**config.mk**
```make
export PLATFORM = sky130hd
export DESIGN_NAME = branch_resolve_unit
export DESIGN_NICKNAME = d
export VERILOG_FILES = /design/src/rtl/branch_resolve_unit.sv
export SDC_FILE = /design/constraint.sdc
export NUM_CORES = 1
export LEC_CHECK = 0
export CAP_MARGIN = 20
export CELL_PAD_IN_SITES_DETAIL_PLACEMENT = 2
export CELL_PAD_IN_SITES_GLOBAL_PLACEMENT = 2
export CORE_UTILIZATION = 37
export CTS_CLUSTER_SIZE = 10
export DETAILED_ROUTE_END_ITERATION = 12
export PLACE_DENSITY = 0.87
export SLEW_MARGIN = 20
export SYNTH_ARGS = -nofsm -noshare
export SYNTH_HDL_FRONTEND = slang
export SYNTH_SLANG_ARGS = --single-unit
export TNS_END_PERCENT = 1
```
**constraint.sdc**
```tcl
create_clock -name clk -period 6.45 [get_ports clk]
set_input_delay 0.645 -clock clk [delete_from_list [all_inputs] [get_ports clk]]
set_output_delay 0.645 -clock clk [all_outputs]
set_load 0.02 [all_outputs]
```
**src/rtl/branch_resolve_unit.sv**
```systemverilog
// Branch resolve unit: registered RV32I branch compare and mispredict check.
// Trains a direct-mapped 2-bit counter table and keeps branch/mispredict perf counters.
module branch_resolve_unit #(
    parameter int WIDTH     = 32,
    parameter int BHT_DEPTH = 64,
    parameter int CNT_W     = 32
) (
    input  logic             clk,
    input  logic             rst,
    input  logic             stall,
    input  logic             flush,
    input  logic             req_valid,
    input  logic [2:0]       cmpop,
    input  logic [WIDTH-1:0] rs1,
    input  logic [WIDTH-1:0] rs2,
    input  logic [WIDTH-1:0] pc,
    input  logic             pred_taken,
    output logic             res_valid,
    output logic             br_en,
    output logic             mispredict,
    input  logic [WIDTH-1:0] lookup_pc,
    output logic             lookup_taken,
    output logic [CNT_W-1:0] branch_count,
    output logic [CNT_W-1:0] mispred_count
);

    localparam int IDX_W = $clog2(BHT_DEPTH);

    typedef enum logic [2:0] {
        F3_BEQ  = 3'b000,
        F3_BNE  = 3'b001,
        F3_BLT  = 3'b100,
        F3_BGE  = 3'b101,
        F3_BLTU = 3'b110,
        F3_BGEU = 3'b111
    } branch_funct3_t;

    logic [1:0]       bht [BHT_DEPTH];
    logic             outcome;
    logic             legal;
    logic             accept;
    logic             mis_now;
    logic [IDX_W-1:0] upd_idx;
    logic [IDX_W-1:0] lkp_idx;
    logic [1:0]       cur_ctr;
    logic [1:0]       nxt_ctr;
    logic             unused_bits;

    assign accept  = req_valid & ~stall & ~flush;
    assign upd_idx = pc[IDX_W+1:2];
    assign lkp_idx = lookup_pc[IDX_W+1:2];
    assign mis_now = outcome ^ pred_taken;
    assign cur_ctr = bht[upd_idx];

    // Read-old lookup: reflects table contents before this cycle's update.
    assign lookup_taken = bht[lkp_idx][1];

    // Only the index bits of the PCs are used; fold the rest away.
    assign unused_bits = ^{pc, lookup_pc};

    // Decode funct3 and evaluate the comparison; reserved encodings never branch.
    always_comb begin
        outcome = 1'b0;
        legal   = 1'b1;
        unique case (cmpop)
            F3_BEQ:  outcome = (rs1 == rs2);
            F3_BNE:  outcome = (rs1 != rs2);
            F3_BLT:  outcome = ($signed(rs1) < $signed(rs2));
            F3_BGE:  outcome = ($signed(rs1) >= $signed(rs2));
            F3_BLTU: outcome = (rs1 < rs2);
            F3_BGEU: outcome = (rs1 >= rs2);
            default: legal = 1'b0;
        endcase
    end

    // Saturating step of the indexed counter toward the resolved direction.
    always_comb begin
        nxt_ctr = cur_ctr;
        if (outcome) begin
            if (cur_ctr != 2'b11) nxt_ctr = cur_ctr + 2'b01;
        end else begin
            if (cur_ctr != 2'b00) nxt_ctr = cur_ctr - 2'b01;
        end
    end

    // Result registers and perf counters; flush wins over stall, reset over all.
    always_ff @(posedge clk) begin
        if (rst) begin
            res_valid     <= 1'b0;
            br_en         <= 1'b0;
            mispredict    <= 1'b0;
            branch_count  <= '0;
            mispred_count <= '0;
        end else if (flush) begin
            res_valid  <= 1'b0;
            br_en      <= 1'b0;
            mispredict <= 1'b0;
        end else if (!stall) begin
            if (req_valid) begin
                res_valid     <= 1'b1;
                br_en         <= outcome;
                mispredict    <= mis_now;
                branch_count  <= branch_count + CNT_W'(1);
                mispred_count <= mispred_count + CNT_W'(mis_now);
            end else begin
                res_valid  <= 1'b0;
                br_en      <= 1'b0;
                mispredict <= 1'b0;
            end
        end
    end

    // Branch history table: single-cycle read-modify-write on accepted legal branches.
    always_ff @(posedge clk) begin
        if (rst) begin
            for (int i = 0; i < BHT_DEPTH; i++) begin
                bht[i] <= 2'b01;
            end
        end else if (accept && legal) begin
            bht[upd_idx] <= nxt_ctr;
        end
    end

endmodule

```
==> reports/results.txt, run 1 <==
The Yosys step of the flow raised 0 warnings. For the maximum number of pins on one net before global-route repair, the log shows 68. At the worst endpoint, the arrival time is 5.97 ns. The worst setup path is captured at a flip-flop. The portion of the clock cycle consumed by the worst path in the final layout was 0.868; the routed length per instance was 23.6 um. For the maximum clock frequency, the log shows 179 MHz. The clock network latency to the later pin of the worst-skew pair was 0.45 ns.

For the area of the core, the log shows 29900 um^2. For this design the static power due to leakage is 0.00464 uW. Dividing the detail-routed via count by the number of cells gives 5.77. The sink count of the clock tree is 195.

The via count of the first global-routing pass was 9992. The total DRC errors in the routed layout is 0, and the clock transition at the registers of the reported paths is 0.07 ns. The flow ran to the end, and the final reports show no timing, DRC or antenna violations. Setup repair after global routing left no endpoint under its margin. The area used by multi-input combinational logic was 5670 um^2; the quantity of gates resized following cts was 0. The slew at the pin closest to its max-slew limit was 1.16 ns. Once the clock tree was built, the setup fixing pass inserted 0 buffers. Peak per-stage delay on the critical path: 0.54 ns. Startpoint of the most critical setup path: rs2[31]. The kind of start point of the critical path is an input port.

Max-cap violations in this run came to 0. Number of CTS-inserted buffers: 17. In the final timing run, aggregate negative setup slack is 0 ns. The total die area was 31400 um^2.

The tools report the buffer levels on the longest clock path as 2. The finished cells cover 13700 um^2. Sorting the synthesized cells by how often they occur yields sky130_fd_sc_hd__edfxtp_1, sky130_fd_sc_hd__nor2_1, sky130_fd_sc_hd__nand2_1, sky130_fd_sc_hd__dfxtp_1, sky130_fd_sc_hd__o21ai_0.

Setup violations remaining at the end of the flow were counted as 0. In this run the cell area measured after placement is 13100 um^2. The setup path with the least slack is of type input port to flip-flop.

The tree is rooted in a sky130_fd_sc_hd__clkbuf_16. Row generation in the floorplan step produced 63 rows. Input and output buffers added on the ports amount to 152. In this run the critical register-to-register path is launched from bht[57][1]$_SDFFCE_PN0P_.

Routability-driven placement finished with a final weighted congestion of 0.778. The first-pass GRT wire length is 58300 um, and the mean instance size in the synthesized netlist is 10.6 um^2. The logs give 0.225 for the remaining max-slew budget at the tightest pin and 3102 for the layout filler cell count.

The area taken by flip-flops and latches is 5180 um^2. The worst-case vdd ir drop is 183 uV, and the final critical delay including setup and external delays is 5.60 ns. Synthesis instantiated 64 different standard cells from the library. The global-route total usage across every layer came out at 0.244. The post-synthesis net count is 1248, and the share of the synthesized area in the top cell type is 0.339. The cell seen most often among critical-path stages was sky130_fd_sc_hd__ha_1. The y dimension of the die was 177 um. The aggregate routed wire length is 37500 um, and the final layout net count is 1359. The overall die width is 177 um, and the end-of-flow core utilization is 0.459. The logs give 0 for the number of antenna cells inserted and 0 for the number of hold violations in the final report. The clock tree synthesis step divided the H-tree into 4 levels. The number of enable-type register cells in the synthesized netlist was 128. TritonCTS built the clock tree. The detail route stage leaves a number of antenna-violating nets equal to 0. Final HPWL from detailed placement: 25400 um. The cell at the slowest stage of the critical path is sky130_fd_sc_hd__nor3_1. By area the synthesized netlist is led by sky130_fd_sc_hd__edfxtp_1, sky130_fd_sc_hd__dfxtp_1, sky130_fd_sc_hd__mux4_2.

Once placement completed, the tool counted placed cells totaling 1557. The routed layout has 9167 vias. Traced cell by cell, the critical path runs through clkdlybuf4s50_1 > inv_1 > ha_1 > nand4_2 > nor4_4 > nand3_2 > and4b_1 > o32a_1 > a311oi_4 > and2_1 > xor2_1 > ha_1 > ha_1 > nand4_1 > nor3_1 > nand2_1 > or3_1 > a21oi_1. The detailed router finished its first iteration with 559 violations. Synthesis handed over a netlist of 1075 instances. The starting density of the core was 0.380. The first TritonRoute pass finished after 5 iterations. The finished layout holds 1589 standard cells, fillers aside. Proportion of synthesized flip-flops having asynchronous set or reset: 0. From synthesis to final layout, the design area changed by 20.7%.

The most used flip-flop cell after synthesis is sky130_fd_sc_hd__edfxtp_1. The synthesized design contains 195 register bits. The start point of the worst min-delay path was mispred_count[28]$_SDFFE_PP0P_.

During I/O placement, the number of pins put on the boundary was 205. For the number of antenna violations at the first check in global routing, the log shows 0. The most instantiated library cell after synthesis was sky130_fd_sc_hd__edfxtp_1. The share of layout cells above drive strength 1 works out to 0.148. The max-slew violation count was 0; the hold-fix buffer count after cts was 0. After synthesis the cells add up to 11400 um^2.

The min-delay analysis places its worst path in the category flip-flop to flip-flop. The final clock skew was 0.0110 ns. In this run the worst path has a maximum fanout of 7. The sequential element share of the synthesized area is 0.457. The total power divided by cell area came out at 211 nW/um^2. The tools report the total global routing overflow as 0. Data on the critical path is required at its endpoint by 6.82 ns.

The largest total area in the synthesized netlist belongs to sky130_fd_sc_hd__edfxtp_1.
## placed cells by master (no fill, tap or decap), types with 32 or more instances in the layout
cell type / synthesis / routed
sky130_fd_sc_hd__edfxtp_1: 128 / 128
sky130_fd_sc_hd__nor3_1: 38 / 37
sky130_fd_sc_hd__xor2_1: 33 / 33
sky130_fd_sc_hd__or2_2: 36 / 36
sky130_fd_sc_hd__a21oi_1: 33 / 33
sky130_fd_sc_hd__ha_1: 36 / 36
sky130_fd_sc_hd__dfxtp_1: 67 / 67
sky130_fd_sc_hd__nand2_1: 79 / 79
sky130_fd_sc_hd__nor4_2: 32 / 32
sky130_fd_sc_hd__inv_1: 42 / 42
sky130_fd_sc_hd__clkdlybuf4s50_1: 0 / 148
sky130_fd_sc_hd__nor2_1: 110 / 109
sky130_fd_sc_hd__o21ai_0: 47 / 47
sky130_fd_sc_hd__mux4_2: 40 / 40
## layout make-up
| class | count | share of cell area |
|---|---|---|
| Clock buffer | 18 | 0.0313 |
| Clock inverter | 14 | 0.0110 |
| Inverter | 44 | 0.0121 |
| Multi-Input combinational cell | 763 | 0.414 |
| Sequential cell | 195 | 0.378 |
| Tap cell | 390 | 0.0356 |
| Timing Repair Buffer | 165 | 0.118 |
## worst max-delay path: cells and delay by family
family	cells	cell delay (ns)
compound gates	3	0.80
fa+ha+maj	3	0.87
buf+inv	2	0.49
simple gates	9	2.84
xor+xnor	1	0.31
## power by group
group          total (uW)  switching (uW)  internal [uW]
Combinational         430             273            157
Sequential           1360            12.8           1350
Clock                1100             519            577
Total                2880             804           2080
## routing by layer
layer / wire (um) / global-route usage / up-vias
met5: 0 / 0 / -
met4: 966 / 0.0841 / 0
met3: 1950 / 0.0453 / 58
met2: 19400 / 0.441 / 263
met1: 15100 / 0.288 / 4692
li1: - / - / 4154
## cells by family after synthesis
logic type	synth area share
simple gates	0.226
flops	0.457
compound gates	0.0929
buf+inv	0.0456
mux	0.102
xor+xnor	0.0370
fa+ha+maj	0.0397
## state kept, by name, indices dropped and copies added (netlist names)
register,flops
mispredict,1
branch_count,32
mispred_count,32
res_valid,1
bht,128
br_en,1
## through the flow
step | worst slack (ns) | hold WS (ns) | total power [uW]
after floorplan | 1.96 | 0.558 | 1650
after global placement | 0.647 | 0.478 | 1790
after detailed placement | 0.372 | 0.506 | 1810
after CTS | 0.827 | 0.520 | 2910
after global routing | 0.414 | 0.536 | 2970
final | 0.853 | 0.513 | 2880
## final timing paths
check | end | slack [ns] | depth (start not counted)
setup reg to reg | bht[28][1]$_SDFFCE_PN0P_ | 2.79 | 9
setup / recovery | mispred_count[30]$_SDFFE_PP0P_ | 0.85 | 18
hold / removal | mispred_count[28]$_SDFFE_PP0P_ | 0.51 | 2
hold reg to reg | mispred_count[28]$_SDFFE_PP0P_ | 0.51 | 2
(Power assumes the default switching activity.)
==> run 2, diff against run 1 <==
--- a/config.mk
+++ b/config.mk
@@ -11,6 +11,7 @@
 export CORE_UTILIZATION = 37
 export CTS_CLUSTER_SIZE = 10
 export DETAILED_ROUTE_END_ITERATION = 12
+export GPL_TIMING_DRIVEN = 0
 export PLACE_DENSITY = 0.87
 export SLEW_MARGIN = 20
 export SYNTH_ARGS = -nofsm -noshare
==> run 2 against run 1 <==
Clock-buffer cell count grew 2. Clock skew increased by 0.0080 ns. Non-clock buffer count increased by 56. Via count rose by 5.6%. Register-to-register slack improved by 0.18 ns. Combinational power up 9.3%. Sequential power barely moved. Fmax grew 1.5%. Largest power group unchanged.
==> reports/results.txt, run 2 (same netlist as run 1, synthesis figures left out) <==
In this run the most critical hold path is launched from mispred_count[30]$_SDFFE_PP0P_. The quantity of gates resized following cts was 0 (unchanged); the worst reg2reg path depth was 9 (unchanged). For the total die area, the log shows 31400 um^2 (unchanged).

Cell at the slowest stage of the critical path: sky130_fd_sc_hd__nor4_4. The tools report the startpoint of the worst register-to-register path as bht[62][1]$_SDFFCE_PN0P_. bht holds more flip-flops than any other register. The maximum clock frequency was 181 MHz (+1.5%). Final number of setup-violating endpoints: 0 (unchanged). The endpoint identified for the worst register-to-register timing path is bht[48][0]$_SDFFCE_PN1P_. The logs give 0 (unchanged) for the total global routing overflow and 5 (unchanged) for the iteration count of the initial detailed-routing pass. The average via count per standard cell came out at 5.88 (+1.9%). The final HPWL from detailed placement is 31200 um (+23%).

The largest registers in the layout are bht: 128 flops, branch_count: 32 flops, mispred_count: 32 flops. The number of top-level pins is 205 (unchanged). Leakage power: 0.00474 uW (+2.2%). TritonCTS built the clock tree. The row count is 63 (unchanged). For the area of the core, the log shows 29900 um^2 (unchanged). The buffer levels on the longest clock path was 2 (unchanged).

Walking the worst path, the cells encountered are clkdlybuf4s50_1 > inv_1 > ha_1 > nand4_2 > nor4_4 > nor2b_1 > nor4_1 > a311oi_4 > and2_1 > xor2_1 > ha_1 > and2_1 > nand4_1 > nor3_1 > nand2_1 > or3_1 > a21oi_1. The root buffer cell chosen for the clock tree is sky130_fd_sc_hd__clkbuf_16. Level count of the clock H-tree: 4 (unchanged). The endpoint class of the critical path was a flip-flop.

The final total negative setup slack came out at 0 ns (unchanged). The max-slew violation count is 0 (unchanged). Number of CTS-inserted buffers: 17 (unchanged). Final clock skew: 0.0190 ns (+0.00797 ns). Peak per-stage delay on the critical path: 0.49 ns (-0.05 ns). From synthesis to final layout, the design area changed by 22.2%.

For the final layout net count, the log shows 1415 (+4.1%). The layout filler cell count is 3104 (+0.064%), and the portion of the clock cycle consumed by the worst path in the final layout is 0.855 (-0.0124). Tracing the worst setup path back leads to its startpoint at rs2[31].

The run gives 2900 uW (+0.38%) as the power after layout. For the via count of the first global-routing pass, the log shows 10.7k (+6.7%). The share of layout cells above drive strength 1 is 0.154 (+0.00616), and the y dimension of the die is 177 um (unchanged). The number of flip-flops in the largest register was 128 (unchanged). Commonest non-fill, non-tap cell in the layout: sky130_fd_sc_hd__clkdlybuf4s50_1.

The largest driver fanout on the critical path came out at 10 (+3). The logs give 9681 (+5.6%) for the total vias in the final route and 6.83 ns (about the same) for the required time at the endpoint of the critical path. The number of setup buffers added after CTS is 0 (unchanged), and the number of hold violations in the final report is 0 (unchanged).

The total DRC errors in the routed layout was 0 (unchanged). Leaving out fill and tap cells, the most frequent cells in the layout are sky130_fd_sc_hd__clkdlybuf4s50_1, sky130_fd_sc_hd__edfxtp_1, sky130_fd_sc_hd__nor2_1, sky130_fd_sc_hd__nand2_1, sky130_fd_sc_hd__dfxtp_1. The final weighted congestion in routability-driven placement is 0.976 (+25%). The total power divided by cell area came out at 209 nW/um^2 (-0.87%). Number of violations of the max-capacitance limit: 0 (unchanged). The aggregate routed wire length is 42300 um (+13%), and the overall die width is 177 um (unchanged). The routed length per instance works out to 25.7 um (+8.9%). The worst hold path belongs to the class flip-flop to flip-flop. Number of antenna violations at the first check in global routing: 0 (unchanged). For hold timing, the worst endpoint is mispred_count[30]$_SDFFE_PP0P_. The starting density of the core was 0.380 (unchanged); the clock transition at the registers of the reported paths was 0.08 ns (about the same). The logs give 64700 um (+11%) for the first-pass GRT wire length and 0.280 (+0.0354) for the global-route total usage across every layer. The slew at the pin closest to its max-slew limit came out at 1.15 ns (-0.0111 ns). Setup repair after global routing left no endpoint under its margin.

For the worst-case vdd ir drop, the log shows 206 uV (+13%). The count of port buffers added during placement is 147 (-3.3%), and the hold-fix buffer count after cts is 0 (unchanged). For the number of antenna-violating nets in the routed design, the log shows 0 (unchanged). The tools report the maximum number of pins on one net before global-route repair as 19 (-72%). The final critical delay including setup and external delays was 5.52 ns (-0.0800 ns); the arrival time of data at the critical path endpoint was 5.89 ns (-0.08 ns). STA classifies the critical path startpoint as an input port. The run finished with clean final reports. Number of cells traversed by the worst hold path: 2 (unchanged). The tools report the DRC marker count from the first detailed-route iteration as 667 (+19%). For the worst-case register-to-register setup slack, the log shows 2.97 ns (+0.18 ns). The sink count of the clock tree was 195 (unchanged). For the remaining max-slew budget at the tightest pin, the log shows 0.233 (+0.00742). The clock network latency to the later pin of the worst-skew pair came out at 0.48 ns (+0.03 ns).

The path type of the worst setup path was input port to flip-flop.
==> run 2: power breakdown <==
| part | total [uW] | switching [uW] | internal, uW |
|---|---|---|---|
| Sequential | 1360 | 18.4 | 1350 |
| Combinational | 470 | 296 | 173 |
| Clock | 1060 | 552 | 509 |
==> run 2: per-layer routing <==
metal | part of all wire | vias up | track usage
li1 | - | 4277 | -
met1 | 0.41 | 4974 | 0.343
met2 | 0.50 | 344 | 0.484
met3 | 0.055 | 86 | 0.0462
met4 | 0.031 | 0 | 0.118
met5 | 0 | - | 0
==> run 2: worst max-delay path by stage <==
| stage | endpoint | slack (ns) | depth (start not counted) |
|---|---|---|---|
| finish | mispred_count[31]$_SDFFE_PP0P_ | 0.93 | 17 |
| global route | mispred_count[26]$_SDFFE_PP0P_ | 0.52 | 17 |
| CTS | mispred_count[31]$_SDFFE_PP0P_ | 0.92 | 17 |
| detailed placement | mispred_count[31]$_SDFFE_PP0P_ | 0.46 | 17 |
| global placement | mispred_count[26]$_SDFFE_PP0P_ | 0.59 | 18 |
| floorplan | mispred_count[28]$_SDFFE_PP0P_ | 1.96 | 17 |
==> run 2: critical path, delay by kind of cell <==
family          cells  cell delay, ns
simple gates       10            3.13
buf+inv             2            0.50
xor+xnor            1            0.28
fa+ha+maj           2            0.65
compound gates      2            0.66
==> run 2: through the flow <==
step	std cells	util	hold WS (ns)	setup slack [ns]	cell area, um^2
2_1_floorplan	1075	-	0.558	1.96	11400
3_3_place_gp	1612	0.446	0.470	0.594	13300
3_5_place_dp	1613	0.446	0.503	0.465	13300
4_1_cts	1645	0.464	0.515	0.916	13900
5_1_grt	1645	0.464	0.547	0.516	13900
6_report	1646	0.464	0.507	0.933	13900
==> run 2: final cells by class <==
| type | instances | area, um^2 | share of cell area |
|---|---|---|---|
| diodes | 1 | 2.50 | 0.000180 |
| clock buffers | 20 | 437 | 0.0315 |
| repair buffers | 148 | 1480 | 0.107 |
| plain buffers | 73 | 353 | 0.0254 |
| clock inverters | 12 | 111 | 0.00803 |
| inverters | 44 | 165 | 0.0119 |
| multi-input cells | 763 | 5650 | 0.408 |
| well taps | 390 | 488 | 0.0352 |
| flip-flops and latches | 195 | 5180 | 0.374 |
